===== src/rtl/id_ex_pipeline_register_if.sv =====
// ID/EX bundle: decoded operands, instruction word and control bits flowing
// from Decode into the ID/EX register, plus the registered copies that the
// register presents to Execute. Decode (or a bench) uses the master view. The
// pipeline register uses the slave view.
interface id_ex_pipeline_register_if #(
    parameter int DATA_WIDTH = 32,
    parameter int CNT_WIDTH  = 16
);
    // Pipeline control from the hazard unit
    logic                  Stall;
    logic                  Flush;
    logic                  CountClr;

    // Decode-side values
    logic [DATA_WIDTH-1:0] ReadData1_In;
    logic [DATA_WIDTH-1:0] ReadData2_In;
    logic [DATA_WIDTH-1:0] Instruction_In;
    logic [DATA_WIDTH-1:0] Imm_Extended_In;
    logic [DATA_WIDTH-1:0] PCPlus4_In;
    logic [9:0]            Ctrl_In;  // {ALUSrc,RegDst,HiWrite,LoWrite,Madd,Msub,RegWrite,MemRead,MemWrite,MemToReg}

    // Execute-side registered values
    logic [DATA_WIDTH-1:0] ReadData1;
    logic [DATA_WIDTH-1:0] ReadData2;
    logic [DATA_WIDTH-1:0] Instruction;
    logic [DATA_WIDTH-1:0] Instruction_15_0_Extended;
    logic [DATA_WIDTH-1:0] PCPlus4;
    logic                  ALUSrc;
    logic                  RegDst;
    logic                  HiWrite;
    logic                  LoWrite;
    logic                  Madd;
    logic                  Msub;
    logic                  RegWrite;
    logic                  MemRead;
    logic                  MemWrite;
    logic                  MemToReg;
    logic [4:0]            Rs;
    logic [4:0]            Rt;
    logic                  Valid;
    logic [CNT_WIDTH-1:0]  BubbleCount;

    modport master (
        output Stall, Flush, CountClr,
        output ReadData1_In, ReadData2_In, Instruction_In, Imm_Extended_In,
        output PCPlus4_In, Ctrl_In,
        input  ReadData1, ReadData2, Instruction, Instruction_15_0_Extended,
        input  PCPlus4, ALUSrc, RegDst, HiWrite, LoWrite, Madd, Msub,
        input  RegWrite, MemRead, MemWrite, MemToReg, Rs, Rt, Valid, BubbleCount
    );

    modport slave (
        input  Stall, Flush, CountClr,
        input  ReadData1_In, ReadData2_In, Instruction_In, Imm_Extended_In,
        input  PCPlus4_In, Ctrl_In,
        output ReadData1, ReadData2, Instruction, Instruction_15_0_Extended,
        output PCPlus4, ALUSrc, RegDst, HiWrite, LoWrite, Madd, Msub,
        output RegWrite, MemRead, MemWrite, MemToReg, Rs, Rt, Valid, BubbleCount
    );
endinterface


===== src/rtl/id_ex_pipeline_register.sv =====
// ID/EX pipeline register. Holds one decoded instruction for Execute, with
// hold (Stall) and bubble insertion (Flush, which wins over Stall). A Valid
// bit marks real instructions. A saturating counter records how many bubbles
// were inserted, for hazard profiling.
module id_ex_pipeline_register #(
    parameter int                    DATA_WIDTH = 32,
    parameter int                    CNT_WIDTH  = 16,
    parameter logic [DATA_WIDTH-1:0] NOP_INSTR  = '0
) (
    input logic                      Clk,
    input logic                      Rst,
    id_ex_pipeline_register_if.slave bus
);

    typedef struct packed {
        logic alu_src;
        logic reg_dst;
        logic hi_write;
        logic lo_write;
        logic madd;
        logic msub;
        logic reg_write;
        logic mem_read;
        logic mem_write;
        logic mem_to_reg;
    } ctrl_t;

    typedef struct packed {
        logic [DATA_WIDTH-1:0] read_data1;
        logic [DATA_WIDTH-1:0] read_data2;
        logic [DATA_WIDTH-1:0] instruction;
        logic [DATA_WIDTH-1:0] imm;
        logic [DATA_WIDTH-1:0] pc_plus4;
        ctrl_t                 ctrl;
        logic                  valid;
    } stage_t;

    // A bubble has every control bit cleared, so it can never write a
    // register, memory, HI/LO or the MAC accumulator.
    localparam stage_t BUBBLE = '{
        read_data1:  '0,
        read_data2:  '0,
        instruction: NOP_INSTR,
        imm:         '0,
        pc_plus4:    '0,
        ctrl:        '0,
        valid:       1'b0
    };

    stage_t               stage_q;
    stage_t               load_d;
    logic [CNT_WIDTH-1:0] bubble_cnt_q;
    logic                 cnt_saturated;

    // Everything Decode offers this cycle, packed into one stage record
    assign load_d = '{
        read_data1:  bus.ReadData1_In,
        read_data2:  bus.ReadData2_In,
        instruction: bus.Instruction_In,
        imm:         bus.Imm_Extended_In,
        pc_plus4:    bus.PCPlus4_In,
        ctrl:        ctrl_t'(bus.Ctrl_In),
        valid:       1'b1
    };

    // Stage register: Flush loads a bubble, Stall holds, otherwise load
    always_ff @(posedge Clk or posedge Rst) begin
        // NOTE: state is updated with <= so every flop samples pre-edge values; blocking here would create order-dependent simulation.
        if (Rst) begin
            stage_q <= BUBBLE;
        end else if (bus.Flush) begin
            stage_q <= BUBBLE;
        end else if (!bus.Stall) begin
            stage_q <= load_d;
        end
    end

    assign cnt_saturated = &bubble_cnt_q;

    // Bubble counter: clear wins over increment, and it sticks at all-ones
    always_ff @(posedge Clk or posedge Rst) begin
        if (Rst) begin
            bubble_cnt_q <= '0;
        end else if (bus.CountClr) begin
            bubble_cnt_q <= '0;
        end else if (bus.Flush && !cnt_saturated) begin
            bubble_cnt_q <= bubble_cnt_q + 1'b1;
        end
    end

    // Registered values straight to Execute; no input reaches an output combinationally
    assign bus.ReadData1                 = stage_q.read_data1;
    assign bus.ReadData2                 = stage_q.read_data2;
    assign bus.Instruction               = stage_q.instruction;
    assign bus.Instruction_15_0_Extended = stage_q.imm;
    assign bus.PCPlus4                   = stage_q.pc_plus4;
    assign bus.ALUSrc                    = stage_q.ctrl.alu_src;
    assign bus.RegDst                    = stage_q.ctrl.reg_dst;
    assign bus.HiWrite                   = stage_q.ctrl.hi_write;
    assign bus.LoWrite                   = stage_q.ctrl.lo_write;
    assign bus.Madd                      = stage_q.ctrl.madd;
    assign bus.Msub                      = stage_q.ctrl.msub;
    assign bus.RegWrite                  = stage_q.ctrl.reg_write;
    assign bus.MemRead                   = stage_q.ctrl.mem_read;
    assign bus.MemWrite                  = stage_q.ctrl.mem_write;
    assign bus.MemToReg                  = stage_q.ctrl.mem_to_reg;
    assign bus.Valid                     = stage_q.valid;
    assign bus.BubbleCount               = bubble_cnt_q;

    // Forwarding-unit source fields come from the registered instruction
    assign bus.Rs = stage_q.instruction[25:21];
    assign bus.Rt = stage_q.instruction[20:16];

endmodule


===== src/flat_wrapper.sv =====
// flat-port wrapper written by rule: the top's interface ports become plain ports
module id_ex_pipeline_register_flat 
#(
    parameter int                    DATA_WIDTH = 32,
    parameter int                    CNT_WIDTH  = 16,
    parameter logic [DATA_WIDTH-1:0] NOP_INSTR  = '0
)
  (Clk, Rst, bus_Stall, bus_Flush, bus_CountClr, bus_ReadData1_In, bus_ReadData2_In, bus_Instruction_In, bus_Imm_Extended_In, bus_PCPlus4_In, bus_Ctrl_In, bus_ReadData1, bus_ReadData2, bus_Instruction, bus_Instruction_15_0_Extended, bus_PCPlus4, bus_ALUSrc, bus_RegDst, bus_HiWrite, bus_LoWrite, bus_Madd, bus_Msub, bus_RegWrite, bus_MemRead, bus_MemWrite, bus_MemToReg, bus_Rs, bus_Rt, bus_Valid, bus_BubbleCount);
  id_ex_pipeline_register_if #(.DATA_WIDTH(DATA_WIDTH), .CNT_WIDTH(CNT_WIDTH)) bus_i ();
  input logic Clk;
  input logic Rst;
  input wire logic [$bits(bus_i.Stall)-1:0] bus_Stall;
  input wire logic [$bits(bus_i.Flush)-1:0] bus_Flush;
  input wire logic [$bits(bus_i.CountClr)-1:0] bus_CountClr;
  input wire logic [$bits(bus_i.ReadData1_In)-1:0] bus_ReadData1_In;
  input wire logic [$bits(bus_i.ReadData2_In)-1:0] bus_ReadData2_In;
  input wire logic [$bits(bus_i.Instruction_In)-1:0] bus_Instruction_In;
  input wire logic [$bits(bus_i.Imm_Extended_In)-1:0] bus_Imm_Extended_In;
  input wire logic [$bits(bus_i.PCPlus4_In)-1:0] bus_PCPlus4_In;
  input wire logic [$bits(bus_i.Ctrl_In)-1:0] bus_Ctrl_In;
  output wire logic [$bits(bus_i.ReadData1)-1:0] bus_ReadData1;
  output wire logic [$bits(bus_i.ReadData2)-1:0] bus_ReadData2;
  output wire logic [$bits(bus_i.Instruction)-1:0] bus_Instruction;
  output wire logic [$bits(bus_i.Instruction_15_0_Extended)-1:0] bus_Instruction_15_0_Extended;
  output wire logic [$bits(bus_i.PCPlus4)-1:0] bus_PCPlus4;
  output wire logic [$bits(bus_i.ALUSrc)-1:0] bus_ALUSrc;
  output wire logic [$bits(bus_i.RegDst)-1:0] bus_RegDst;
  output wire logic [$bits(bus_i.HiWrite)-1:0] bus_HiWrite;
  output wire logic [$bits(bus_i.LoWrite)-1:0] bus_LoWrite;
  output wire logic [$bits(bus_i.Madd)-1:0] bus_Madd;
  output wire logic [$bits(bus_i.Msub)-1:0] bus_Msub;
  output wire logic [$bits(bus_i.RegWrite)-1:0] bus_RegWrite;
  output wire logic [$bits(bus_i.MemRead)-1:0] bus_MemRead;
  output wire logic [$bits(bus_i.MemWrite)-1:0] bus_MemWrite;
  output wire logic [$bits(bus_i.MemToReg)-1:0] bus_MemToReg;
  output wire logic [$bits(bus_i.Rs)-1:0] bus_Rs;
  output wire logic [$bits(bus_i.Rt)-1:0] bus_Rt;
  output wire logic [$bits(bus_i.Valid)-1:0] bus_Valid;
  output wire logic [$bits(bus_i.BubbleCount)-1:0] bus_BubbleCount;
  assign bus_i.Stall = bus_Stall;
  assign bus_i.Flush = bus_Flush;
  assign bus_i.CountClr = bus_CountClr;
  assign bus_i.ReadData1_In = bus_ReadData1_In;
  assign bus_i.ReadData2_In = bus_ReadData2_In;
  assign bus_i.Instruction_In = bus_Instruction_In;
  assign bus_i.Imm_Extended_In = bus_Imm_Extended_In;
  assign bus_i.PCPlus4_In = bus_PCPlus4_In;
  assign bus_i.Ctrl_In = bus_Ctrl_In;
  assign bus_ReadData1 = bus_i.ReadData1;
  assign bus_ReadData2 = bus_i.ReadData2;
  assign bus_Instruction = bus_i.Instruction;
  assign bus_Instruction_15_0_Extended = bus_i.Instruction_15_0_Extended;
  assign bus_PCPlus4 = bus_i.PCPlus4;
  assign bus_ALUSrc = bus_i.ALUSrc;
  assign bus_RegDst = bus_i.RegDst;
  assign bus_HiWrite = bus_i.HiWrite;
  assign bus_LoWrite = bus_i.LoWrite;
  assign bus_Madd = bus_i.Madd;
  assign bus_Msub = bus_i.Msub;
  assign bus_RegWrite = bus_i.RegWrite;
  assign bus_MemRead = bus_i.MemRead;
  assign bus_MemWrite = bus_i.MemWrite;
  assign bus_MemToReg = bus_i.MemToReg;
  assign bus_Rs = bus_i.Rs;
  assign bus_Rt = bus_i.Rt;
  assign bus_Valid = bus_i.Valid;
  assign bus_BubbleCount = bus_i.BubbleCount;
  id_ex_pipeline_register #(.DATA_WIDTH(DATA_WIDTH), .CNT_WIDTH(CNT_WIDTH), .NOP_INSTR(NOP_INSTR)) u_core (.Clk(Clk), .Rst(Rst), .bus(bus_i));
endmodule

===== config.mk =====
export PLATFORM = sky130hd
export DESIGN_NAME = id_ex_pipeline_register_flat
export DESIGN_NICKNAME = d
export VERILOG_FILES = /design/src/rtl/id_ex_pipeline_register_if.sv /design/src/rtl/id_ex_pipeline_register.sv /design/src/flat_wrapper.sv
export SDC_FILE = /design/constraint.sdc
export NUM_CORES = 1
export LEC_CHECK = 0
export ABC_AREA = 0
export BUFFER_PORTS_ARGS = -buffer_cell sky130_fd_sc_hd__buf_2
export CAP_MARGIN = 20
export CORE_AREA = 2 2 143 145
export CTS_CLUSTER_DIAMETER = 200
export DETAILED_ROUTE_END_ITERATION = 7
export DIE_AREA = 0 0 145 147
export PLACE_DENSITY = 0.7
export SLEW_MARGIN = 20
export SYNTH_ARGS = -nofsm -noshare
export SYNTH_HDL_FRONTEND = slang
export SYNTH_SLANG_ARGS = --single-unit

===== constraint.sdc =====
create_clock -name Clk -period 15.3 [get_ports Clk]
set_clock_uncertainty 0.1 [all_clocks]
set_input_delay 1.53 -clock Clk [delete_from_list [all_inputs] [get_ports Clk]]
set_output_delay 1.53 -clock Clk [all_outputs]
set_load 0.005 [all_outputs]

# Word-level counts from Yosys, hierarchy flattened
# Index checks and enable logic that the tools add are counted.
op_classes:
  addsub: 1
  eq_ne: 1
  n_mux: 4
  reduce_logical: 4
ops:
  columns: ["operator", "count"]
  rows:
  - ["171-bit 2-to-1 mux", 2]
  - ["16-bit 2-to-1 mux", 2]
  - ["16-bit by 1-bit adder with 16-bit output, second input constant", 1]
  - ["16-bit AND reduction", 1]
  - ["2-bit by 1-bit != test with 1-bit output, second input constant", 1]
  - ["2-bit nonzero test", 1]
  - ["1-bit logical AND", 1]
  - ["1-bit zero test", 1]
word_totals:
  reg_bits: 187
  inputBits: 175
  output_inout_bits: 197
  word_cells: 27

# Depth between registers and ports, before layout
# Gate-level depths: netlist (run 1).
depth:
  depth_word: 5
  mapped_depth: 6

# Worst setup path before layout (run 1)
# No wires, ideal clock.
synth_path:
  path_kind: "in2reg"
  from: "input port bus_Flush"
  to: "register u_core.bubble_cnt_q[13] (netlist: u_core.bus.BubbleCount[13])"
  setup_time_ns: 0.078
  arrival_time_ns: 2.747
  t_required_ns: 15.122
  setup_slack_ns: 12.375
  path_stages: 4
  path_cell_list: "nand3_1 or4_4 or4_1 a21oi_1"
synth_between:
  elab_chain_len: 2
synth_lines:
  columns: ["item", "line_no", "rtl"]
  rows:
  - ["start, declared", "flat_wrapper.sv:13", "input wire logic [$bits(bus_i.Flush)-1:0] bus_Flush;"]
  - ["1-bit logical AND", "id_ex_pipeline_register.sv:86", "end else if (bus.Flush && !cnt_saturated) begin"]
  - ["2-bit nonzero test (no source line)", null, null]
  - ["end signal, assigned", "id_ex_pipeline_register.sv:87", "bubble_cnt_q <= bubble_cnt_q + 1'b1;"]
  - ["end, declared", "id_ex_pipeline_register.sv:52", "logic [CNT_WIDTH-1:0] bubble_cnt_q;"]
# No other way between the ends.
# A chain may end at the register's enable or synchronous reset.

# Final worst setup path (run 1)
layout_path:
  from: "input port bus_Stall"
  to: "register u_core.stage_q (netlist bit u_core.bus.Instruction_15_0_Extended[13])"
layout_between:
  elab_chain_len: 1
layout_lines:
  columns: ["item", "line_no", "rtl"]
  rows:
  - ["start, declared", "flat_wrapper.sv:12", "input wire logic [$bits(bus_i.Stall)-1:0] bus_Stall;"]
  - ["2-bit by 1-bit != test with 1-bit output (no source line)", null, null]
  - ["end signal, assigned", "id_ex_pipeline_register.sv:74", "stage_q <= load_d;"]
  - ["end, declared", "id_ex_pipeline_register.sv:50", "stage_t stage_q;"]
# No other way between the ends.

==> results.yml, run 1 <==
run_status:
  outcome: "finished, final reports clean"
sta:
  finalSetupTns_ns: 0
  setup_viol: 0
  finalHoldViolCount: 0
  finalCritPeriodShare_pct: 25.5
  slew_headroom_pct: 33.9
  final_max_slew_viol_count: 0
  rsz0062_at_grt: "no"
  worst_pin_slew_ns: 0.992
  fmax_mhz: 257
  layout_min_cycle_time_ns: 3.90
power_and_ir_drop:
  ir_drop_uv: 76.7
  power_density_nw_per_um2: 107
  leakage_nw: 5.94
layout:
  final_common_cell: "buf_2"
  fin_util_pct: 52.3
  nNetsFinal: 1185
  n_antenna_cell: 0
  layout_common_cells: "369 x buf_2, 187 x dfrtp_1, 177 x nor2_1"
  nFillCells: 1769
  final_cell_area_um2: 10400
  drive_gt1_share_pct: 40.7
  syn_to_final_growth_pct: 33.4
cts:
  path_clk_slew_ns: 0.07
  clock_sinks: 187
  cts_resized: 0
  tritoncts: "done"
  cts_max_level: 4
  insertion_delay_ns: 0.42
  cts_made_buffers: 17
  clockRootBuffer: "clkbuf_16"
  cts_setup_buffers: 0
  clockBufferDepth: 2
  holdBufCountCts: 0
global_route:
  grt_pass1_wl_um: 32200
  grt_overflow: 0
  antenna_found_initial: 0
  grt_max_degree: 92
  grt_pass1_vias: 6091
  grt_usage_pct: 18.8
worst_setup_path:
  worstSetupEndpointType: "flip-flop"
  cp.required_ns: 15.46
  timing.rr.start: "u_core.bus.BubbleCount[0]$_DFFE_PP0P_"
  crit_start: "bus_Stall"
  worstPathMaxFanout: 70
  path_class: "in -> reg"
  start_kind: "primary input"
  crit_arrival_ns: 4.06
die:
  rows: 52
  die_h_um: 147
  start_util_pct: 39.2
  io_pins: 372
  die_x_um: 145
  die_area_um2: 21300
  coreArea_um2: 19800
route:
  ant_nets: 0
  wirelength_um: 19800
  dr.first_iter.drc_count: 226
  via_per_inst: 4.72
  drcViolationCount: 0
  dr_total_vias: 6097
  first_pass_iters: 4
  wl_per_cell_um: 15.3
synth:
  synth.ff_latch_count: 187
  yosys_warnings: 0
  ys_seq_area_share_pct: 60.1
  syn_nets: 841
  synth_edf_count: 0
  syn_area_um2: 7780
  synthFlopType: "dfrtp_1"
  async_reset_ff_share_pct: 100
  syn_inst: 665
  yosys-top-cells-area: "dfrtp_1 60%, mux2i_1 22%, nor2_1 8.5%"
  synthDistinctLibCells: 34
  synth_top_area_cell: "dfrtp_1"
  avgSynthCellArea_um2: 11.7
  yosysTopAreaCellShare_pct: 60.1
run:
  max_cap_viol_count: 0
place:
  dpl_cell_area_um2: 9780
  dpl.hpwl_um: 13900
  gp_congestion: 0.775
  portBuffers: 371
min_path:
  hp-start: "u_core.bus.Valid$_DFFE_PP0P_"
  hold_path_class: "reg -> reg"
==> synthesized netlist by cell type, drive strengths merged, types with 2 or more instances <==
cell type / count
a21oi: 11
buf: 33
clkbuf: 18
dfrtp: 187
inv: 7
mux2: 2
mux2i: 171
nand2: 7
nand3: 5
nand4: 6
nor2: 177
nor2b: 2
nor3: 5
nor4: 3
o21ai: 8
o31ai: 2
or3: 6
or4: 5
==> worst paths after layout <==
check,to,slack [ns],depth (start not counted)
max,u_core.bus.Instruction_15_0_Extended[13]$_DFFE_PP0P_,11.40,5
min,u_core.bus.Valid$_DFFE_PP0P_,0.42,2
max reg2reg,u_core.bus.BubbleCount[12]$_DFFE_PP0P_,13.18,5
min reg2reg,u_core.bus.Valid$_DFFE_PP0P_,0.42,2
max in group asynchronous,u_core.bus.PCPlus4[30]$_DFFE_PP0P_,12.67,3
min in group asynchronous,u_core.bus.Instruction[23]$_DFFE_PP0P_,1.09,2
==> worst max-delay path, stage by stage <==
cell,delay [ns]
buf_8,0.47
buf_4,0.86
buf_4,0.71
mux2i_1,0.28
nor2_1,0.06
==> where the power goes <==
group          switching [W]  internal (W)  total (W)
Combinational      0.0000662     0.0000616   0.000128
Clock               0.000206      0.000242   0.000447
Sequential         0.0000143      0.000520   0.000534
Total               0.000286      0.000823    0.00111
==> through the flow <==
| step | setup slack (ns) | total power (W) | hold slack [ns] | instances |
|---|---|---|---|---|
| global route | 11.26 | 0.00116 | 0.446 | 1292 |
| detailed placement | 10.95 | 0.000674 | 0.406 | 1260 |
| finish | 11.40 | 0.00111 | 0.416 | 1292 |
| floorplan | 8.58 | 0.000610 | 0.414 | 665 |
| CTS | 11.39 | 0.00112 | 0.424 | 1292 |
| global placement | 10.97 | 0.000671 | 0.398 | 1260 |
==> sequential cells by signal, indices dropped and copies added (netlist names) <==
| signal | count |
|---|---|
| u_core.bus.MemWrite | 1 |
| u_core.bus.ReadData2 | 32 |
| u_core.bus.PCPlus4 | 32 |
| u_core.bus.RegWrite | 1 |
| u_core.bus.MemToReg | 1 |
| u_core.bus.ReadData1 | 32 |
| u_core.bus.HiWrite | 1 |
| u_core.bus.Madd | 1 |
| u_core.bus.RegDst | 1 |
| u_core.bus.Instruction | 32 |
| u_core.bus.MemRead | 1 |
| u_core.bus.Valid | 1 |
| u_core.bus.Instruction_15_0_Extended | 32 |
| u_core.bus.LoWrite | 1 |
| u_core.bus.BubbleCount | 16 |
| u_core.bus.ALUSrc | 1 |
| u_core.bus.Msub | 1 |
==> routing by layer <==
layer | vias to the layer above | share of wire (%) | GRT usage (%)
li1 | 2934 | - | -
met4 | 0 | 2.3 | 6.78
met5 | - | 0 | 0
met1 | 2885 | 42 | 23.6
met2 | 247 | 48 | 31.0
met3 | 31 | 7.1 | 5.43
==> kinds of logic (layout without fill, tap and decap cells) <==
logic type,count (synthesis),count (layout),share of synthesized area (%)
DFF,187,187,60.1
and+or+nand+nor,221,221,12.0
adders and majority gates,1,1,0.161
buffers and inverters,59,416,3.68
AOI/OAI and AO/OA,24,24,1.72
muxes,173,173,22.3
==> final cells by class <==
type	count	area, um^2	share of cell area (%)
clock buffer	19	453	4.36
sequential	187	4680	45.1
multi-input combinational	419	2820	27.1
inverter	7	31.3	0.301
clock inverter	13	146	1.41
timing repair buffer	377	1910	18.4
tap	270	338	3.26
Power figures use the tool's default switching activity.
==> run 2: changes to the inputs <==
==> constraint.sdc (replaced) <==
create_clock -name Clk -period 3.8 [get_ports Clk]
set_clock_uncertainty 0.1 [all_clocks]
set_input_delay 0.38 -clock Clk [delete_from_list [all_inputs] [get_ports Clk]]
set_output_delay 0.38 -clock Clk [all_outputs]
set_load 0.005 [all_outputs]
==> run 2 against run 1 <==
  * Critical path depth did not move
  * Non-clock buffer count did not move
  * Via count rose by 0.79%
  * Highest routed layer unchanged
  * Die area is the same
  * Final cell count barely moved
  * First-iteration DRC count is 33% higher
  * Count of clock-buffer cells in the layout fell by 2
  * Critical endpoint is now u_core.bus.BubbleCount[12]$_DFFE_PP0P_
  * Wire length hardly changed
==> results.yml, run 2 (synthesis results as in run 1) <==
cts:
  cts_setup_buffers: 0
  clock_sinks: 187
  path_clk_slew_ns: 0.08
  insertion_delay_ns: 0.42
  cts_max_level: 4
  clockBufferDepth: 2
  cts_resized: 0
  cts_made_buffers: 17
  clockRootBuffer: "clkbuf_16"
  tritoncts: "done"
  holdBufCountCts: 0
worst_setup_path:
  worstPathMaxFanout: 6
  path_class: "reg -> reg"
  crit_slowest_cell: "or4_1"
  cp_slowest_stage_delay_ns: 0.45
  crit_arrival_ns: 2.29
  path_cells: "ha_1 > and4_1 > nand3_1 > or4_1 > mux2_2"
  cp.required_ns: 4.01
  worstSetupEndpointType: "flip-flop"
  start_kind: "flip-flop"
die:
  start_util_pct: 39.2
  rows: 52
  coreArea_um2: 19800
  die_h_um: 147
  die_area_um2: 21300
  die_x_um: 145
  io_pins: 372
sta:
  layout_min_cycle_time_ns: 2.07
  worst_pin_slew_ns: 1.18
  slew_headroom_pct: 21.1
  setup_viol: 0
  finalCritPeriodShare_pct: 54.6
  rsz0062_at_grt: "no"
  finalSetupTns_ns: 0
  final_max_slew_viol_count: 0
  fmax_mhz: 482
  finalHoldViolCount: 0
route:
  via_per_inst: 4.76
  wl_per_cell_um: 15.3
  dr.first_iter.drc_count: 300
  wirelength_um: 19800
  first_pass_iters: 7
  drcViolationCount: 0
  ant_nets: 0
  dr_total_vias: 6145
run:
  max_cap_viol_count: 0
power_and_ir_drop:
  leakage_nw: 5.92
  ir_drop_uv: 280
  power_density_nw_per_um2: 421
layout:
  drive_gt1_share_pct: 40.6
  final_cell_area_um2: 10400
  final_cells: 1291
  nFillCells: 1777
  syn_to_final_growth_pct: 33.2
  nNetsFinal: 1185
  layout_common_cells: "369 x buf_2, 187 x dfrtp_1, 177 x nor2_1"
  seq_area_um2: 4680
  final_common_cell: "buf_2"
  multiInputGateArea_um2: 2820
global_route:
  grt_usage_pct: 18.6
  grt_max_degree: 188
  grt_pass1_vias: 6085
  antenna_found_initial: 1
  grt_overflow: 0
  grt_pass1_wl_um: 31700
run_status:
  outcome: "finished, final reports clean"
place:
  portBuffers: 371
  gp_congestion: 0.813
  dpl.hpwl_um: 13700
  dp.cells: 1260
  dpl_cell_area_um2: 9810
min_path:
  hold_path_class: "in -> async"
[run 2: changes by cell type in the layout (fill, tap and decap cells not counted), sizes merged]
| cell | before | now |
|---|---|---|
| clkbuf | 19 | 17 |
| bufinv | 1 | 0 |
| clkinvlp | 1 | 2 |
| diode | 0 | 1 |
[run 2: metal layers]
layer  up-vias  track usage [%]  share of wire (%)
li1       2922                -                  -
met1      2915             23.3                 42
met2       275             30.7                 49
met3        33             5.06                6.6
met4         0             7.33                2.5
met5         -                0                  0
[run 2: path summary, 6_finish.rpt]
| check | startpoint | end | slack (ns) | depth (start not counted) |
|---|---|---|---|---|
| worst max-delay path | u_core.bus.BubbleCount[0]$_DFFE_PP0P_ | u_core.bus.BubbleCount[12]$_DFFE_PP0P_ | 1.73 | 5 |
| worst min-delay path | Rst | u_core.bus.BubbleCount[11]$_DFFE_PP0P_ | 0.01 | 3 |
| worst max register to register | u_core.bus.BubbleCount[0]$_DFFE_PP0P_ | u_core.bus.BubbleCount[12]$_DFFE_PP0P_ | 1.73 | 5 |
| worst min register to register | u_core.bus.Instruction[1]$_DFFE_PP0P_ | u_core.bus.Instruction[1]$_DFFE_PP0P_ | 0.42 | 2 |
| max in group asynchronous | Rst | u_core.bus.PCPlus4[27]$_DFFE_PP0P_ | 2.59 | 3 |
| min in group Clk | bus_Imm_Extended_In[29] | u_core.bus.Instruction_15_0_Extended[29]$_DFFE_PP0P_ | 0.08 | 3 |
[run 2: where the power goes]
part           switching, W  internal, W
Combinational      0.000267     0.000251
Clock              0.000831     0.000865
Sequential        0.0000581      0.00209
[run 2: critical path: cells and delay by family, from the launching register on]
kind | cells | cell delay, ns
AND/OR/NAND/NOR | 3 | 0.95
flip-flops | 1 | 0.42
multiplexers | 1 | 0.28
adder cells (fa/ha/maj) | 1 | 0.23
[run 2: cell type report]
cell class                      instances  share of cell area [%]
Antenna cell                            1                  0.0241
Multi-Input combinational cell        419                    27.2
Tap cell                              270                    3.26
Clock inverter                         13                    1.21
Sequential cell                       187                    45.1
Clock buffer                           17                    4.10
Timing Repair Buffer                  377                    18.8
Inverter                                7                   0.290
[run 2: metrics by stage]
| step | utilization (%) | setup WS [ns] | power, W | hold slack (ns) |
|---|---|---|---|---|
| after floorplan | - | 0.914 | 0.00246 | 0.414 |
| after global placement | 49.5 | 1.74 | 0.00271 | 0.397 |
| after detailed placement | 49.5 | 1.70 | 0.00272 | 0.407 |
| after CTS | 52.2 | 1.73 | 0.00442 | 0.0663 |
| after global routing | 52.2 | 1.61 | 0.00456 | 0.0797 |
| final | 52.2 | 1.73 | 0.00436 | 0.0100 |
==> run 3: changes to the inputs <==
--- a/config.mk
+++ b/config.mk
@@ -5,13 +5,13 @@
 export SDC_FILE = /design/constraint.sdc
 export NUM_CORES = 1
 export LEC_CHECK = 0
-export ABC_AREA = 0
+export ABC_AREA = 1
 export BUFFER_PORTS_ARGS = -buffer_cell sky130_fd_sc_hd__buf_2
 export CAP_MARGIN = 20
-export CORE_AREA = 2 2 143 145
+export CORE_AREA = 2 2 145 147
 export CTS_CLUSTER_DIAMETER = 200
 export DETAILED_ROUTE_END_ITERATION = 7
-export DIE_AREA = 0 0 145 147
+export DIE_AREA = 0 0 147 149
 export PLACE_DENSITY = 0.7
 export SLEW_MARGIN = 20
 export SYNTH_ARGS = -nofsm -noshare
==> constraint.sdc (replaced) <==
create_clock -name Clk -period 2.1 [get_ports Clk]
set_clock_uncertainty 0.1 [all_clocks]
set_input_delay 0.21 -clock Clk [delete_from_list [all_inputs] [get_ports Clk]]
set_output_delay 0.21 -clock Clk [all_outputs]
set_load 0.005 [all_outputs]
==> run 3 against run 2 <==
  * Die area is 2.8% higher
  * Final cell count rose by 31%
  * Maximum frequency grew 4.8%
  * Synthesized area grew 3.3%
  * Sequential power rose by 85%
  * Critical path type unchanged
  * Critical endpoint is now u_core.bus.BubbleCount[7]$_DFFE_PP0P_
  * Largest cell class unchanged
  * Highest routed layer unchanged
==> results.yml, run 3 <==
synth:
  synth_edf_count: 0
  synth.ff_latch_count: 187
  syn_inst: 919
  synthTopCellsByCount: "358 x nand3_1, 222 x nand2_1, 187 x dfrtp_1, 39 x clkbuf_1, 28 x buf_2"
  syn_area_um2: 8040
  synthFlopType: "dfrtp_1"
  ys_seq_area_share_pct: 58.2
  synthDistinctLibCells: 21
  yosys_warnings: 0
  synthMostInstantiatedCell: "nand3_1"
  synth_top_area_cell: "dfrtp_1"
  yosysTopAreaCellShare_pct: 58.2
  async_reset_ff_share_pct: 100
  syn_nets: 1095
  yosys-top-cells-area: "dfrtp_1 58%, nand3_1 22%, nand2_1 10%"
  avgSynthCellArea_um2: 8.75
cts:
  cts_resized: 0
  cts_max_level: 4
  holdBufCountCts: 172
  cts_setup_buffers: 0
  tritoncts: "done"
  insertion_delay_ns: 0.42
  cts_made_buffers: 17
  clock_sinks: 187
  clockRootBuffer: "clkbuf_16"
  path_clk_slew_ns: 0.07
  clockBufferDepth: 2
die:
  die_area_um2: 21900
  start_util_pct: 39.1
  io_pins: 372
  rows: 53
  coreArea_um2: 20600
  die_h_um: 149
  die_x_um: 147
min_path:
  hold_path_class: "in -> reg"
worst_setup_path:
  worstPathMaxFanout: 13
  path_delay_family: "simple AND/OR/NAND/NOR gates"
  cp_slowest_stage_delay_ns: 0.42
  cp.buffers_inverters: 1
  cp.required_ns: 2.31
  start_kind: "flip-flop"
  path_class: "reg -> reg"
  path_cells: "ha_1 > nand2_2 > nor2_4 > nand2_2 > nor2_2 > o21ai_2 > clkinv_2 > nand2_1 > nand2_1"
  crit_slowest_cell: "dfrtp_1"
  worstSetupEndpointType: "flip-flop"
  crit_arrival_ns: 2.19
sta:
  finalHoldViolCount: 0
  finalSetupTns_ns: 0
  fin_ws_ns: 0.121
  rsz0062_at_grt: "no"
  timing.hold.ws_ns: 0.0596
  final_max_slew_viol_count: 0
  layout_min_cycle_time_ns: 1.98
  finalCritPeriodShare_pct: 94.2
  slew_headroom_pct: 50.8
  worst_pin_slew_ns: 0.738
  fmax_mhz: 505
  setup_viol: 0
global_route:
  grt_pass1_vias: 8338
  antenna_found_initial: 0
  grt_max_degree: 149
  grt_overflow: 0
  grt_usage_pct: 23.9
  grt_pass1_wl_um: 42300
place:
  portBuffers: 371
  dpl_worst_slack_ns: 0.206
  dpl.hpwl_um: 15400
  dp.cells: 1490
  gp_congestion: 0.909
power_and_ir_drop:
  leakage_nw: 6.81
  ir_drop_uv: 545
  power_density_nw_per_um2: 692
run_status:
  outcome: "finished, final reports clean"
layout:
  drive_gt1_share_pct: 29.9
  final_cells: 1694
  n_antenna_cell: 0
  nNetsFinal: 1582
  layout_common_cells: "370 x buf_2, 358 x nand3_1, 222 x nand2_1"
  final_common_cell: "buf_2"
  syn_to_final_growth_pct: 53.4
route:
  drcViolationCount: 0
  dr_total_vias: 8592
  dr.first_iter.drc_count: 701
  first_pass_iters: 5
  wirelength_um: 26700
  ant_nets: 0
  wl_per_cell_um: 15.8
  via_per_inst: 5.07
run:
  max_cap_viol_count: 0
run 3: cell types whose count changed in the layout (fill, tap and decap cells not counted), moves of 6 or more:
| cell | change |
|---|---|
| nand3_1 | +354 |
| o21ai_0 | -6 |
| mux2i_1 | -171 |
| nand2_1 | +215 |
| dlygate4sd3_1 | +172 |
| nor2_1 | -155 |
run 3: tightest hold or removal path, cell delays in order:
cell and delay, ns:
buf_2 0.17, nor2_1 0.07, nand2_1 0.05, nand2_1 0.04
run 3: final timing paths:
check | startpoint | end | slack, ns | cells past startpoint
worst min-delay path | bus_CountClr | u_core.bus.BubbleCount[4]$_DFFE_PP0P_ | 0.06 | 4
worst max-delay path | u_core.bus.BubbleCount[0]$_DFFE_PP0P_ | u_core.bus.BubbleCount[7]$_DFFE_PP0P_ | 0.12 | 9
max in group asynchronous | Rst | u_core.bus.ReadData1[21]$_DFFE_PP0P_ | 1.07 | 4
worst max register to register | u_core.bus.BubbleCount[0]$_DFFE_PP0P_ | u_core.bus.BubbleCount[7]$_DFFE_PP0P_ | 0.12 | 9
worst min register to register | u_core.bus.Instruction_15_0_Extended[16]$_DFFE_PP0P_ | u_core.bus.Instruction_15_0_Extended[16]$_DFFE_PP0P_ | 0.40 | 2
min in group asynchronous | Rst | u_core.bus.Instruction_15_0_Extended[11]$_DFFE_PP0P_ | 0.39 | 4
run 3: layout make-up:
type | instances | area, um^2
clock buffer | 18 | 429
clock inverter | 14 | 151
fill | 1698 | 8230
inverter | 14 | 65.1
multi-input combinational | 631 | 2900
sequential | 187 | 4680
tap | 275 | 344
timing repair buffer | 555 | 3760
run 3: kinds of logic (layout without fill, tap and decap cells):
logic type / after synthesis / in the layout / synth area share [%]
xor gates and xnor gates: 3 / 3 / 0.327
adders and majority gates: 1 / 1 / 0.156
AOI/OAI and AO/OA: 10 / 10 / 0.669
and+or+nand+nor: 617 / 617 / 34.9
buffers and inverters: 101 / 601 / 5.73
DFF: 187 / 187 / 58.2
run 3: metal layers:
metal	global-route usage [%]	vias up	share of wire, %	wire (um)
met5	0	-	0	0
met4	11.3	0	3.5	936
met3	5.11	71	7.8	2070
met2	39.7	421	49	13200
met1	30.1	4051	39	10500
li1	-	4049	-	-
run 3: per-stage QoR:
| stage | utilization (%) | instance area, um^2 | power [W] |
|---|---|---|---|
| 5_1_grt | 60.0 | 12300 | 0.00892 |
| 6_report | 60.0 | 12300 | 0.00853 |
| 3_5_place_dp | 48.8 | 10000 | 0.00511 |
| 4_1_cts | 60.0 | 12300 | 0.00859 |
| 3_3_place_gp | 48.8 | 10000 | 0.00509 |
| 2_1_floorplan | - | 8040 | 0.00455 |
run 3: report_power, final:
part           internal (W)  switching [W]  total (W)
sequential          0.00384       0.000139    0.00398
combinational      0.000655       0.000686    0.00134
clock               0.00169        0.00153    0.00322
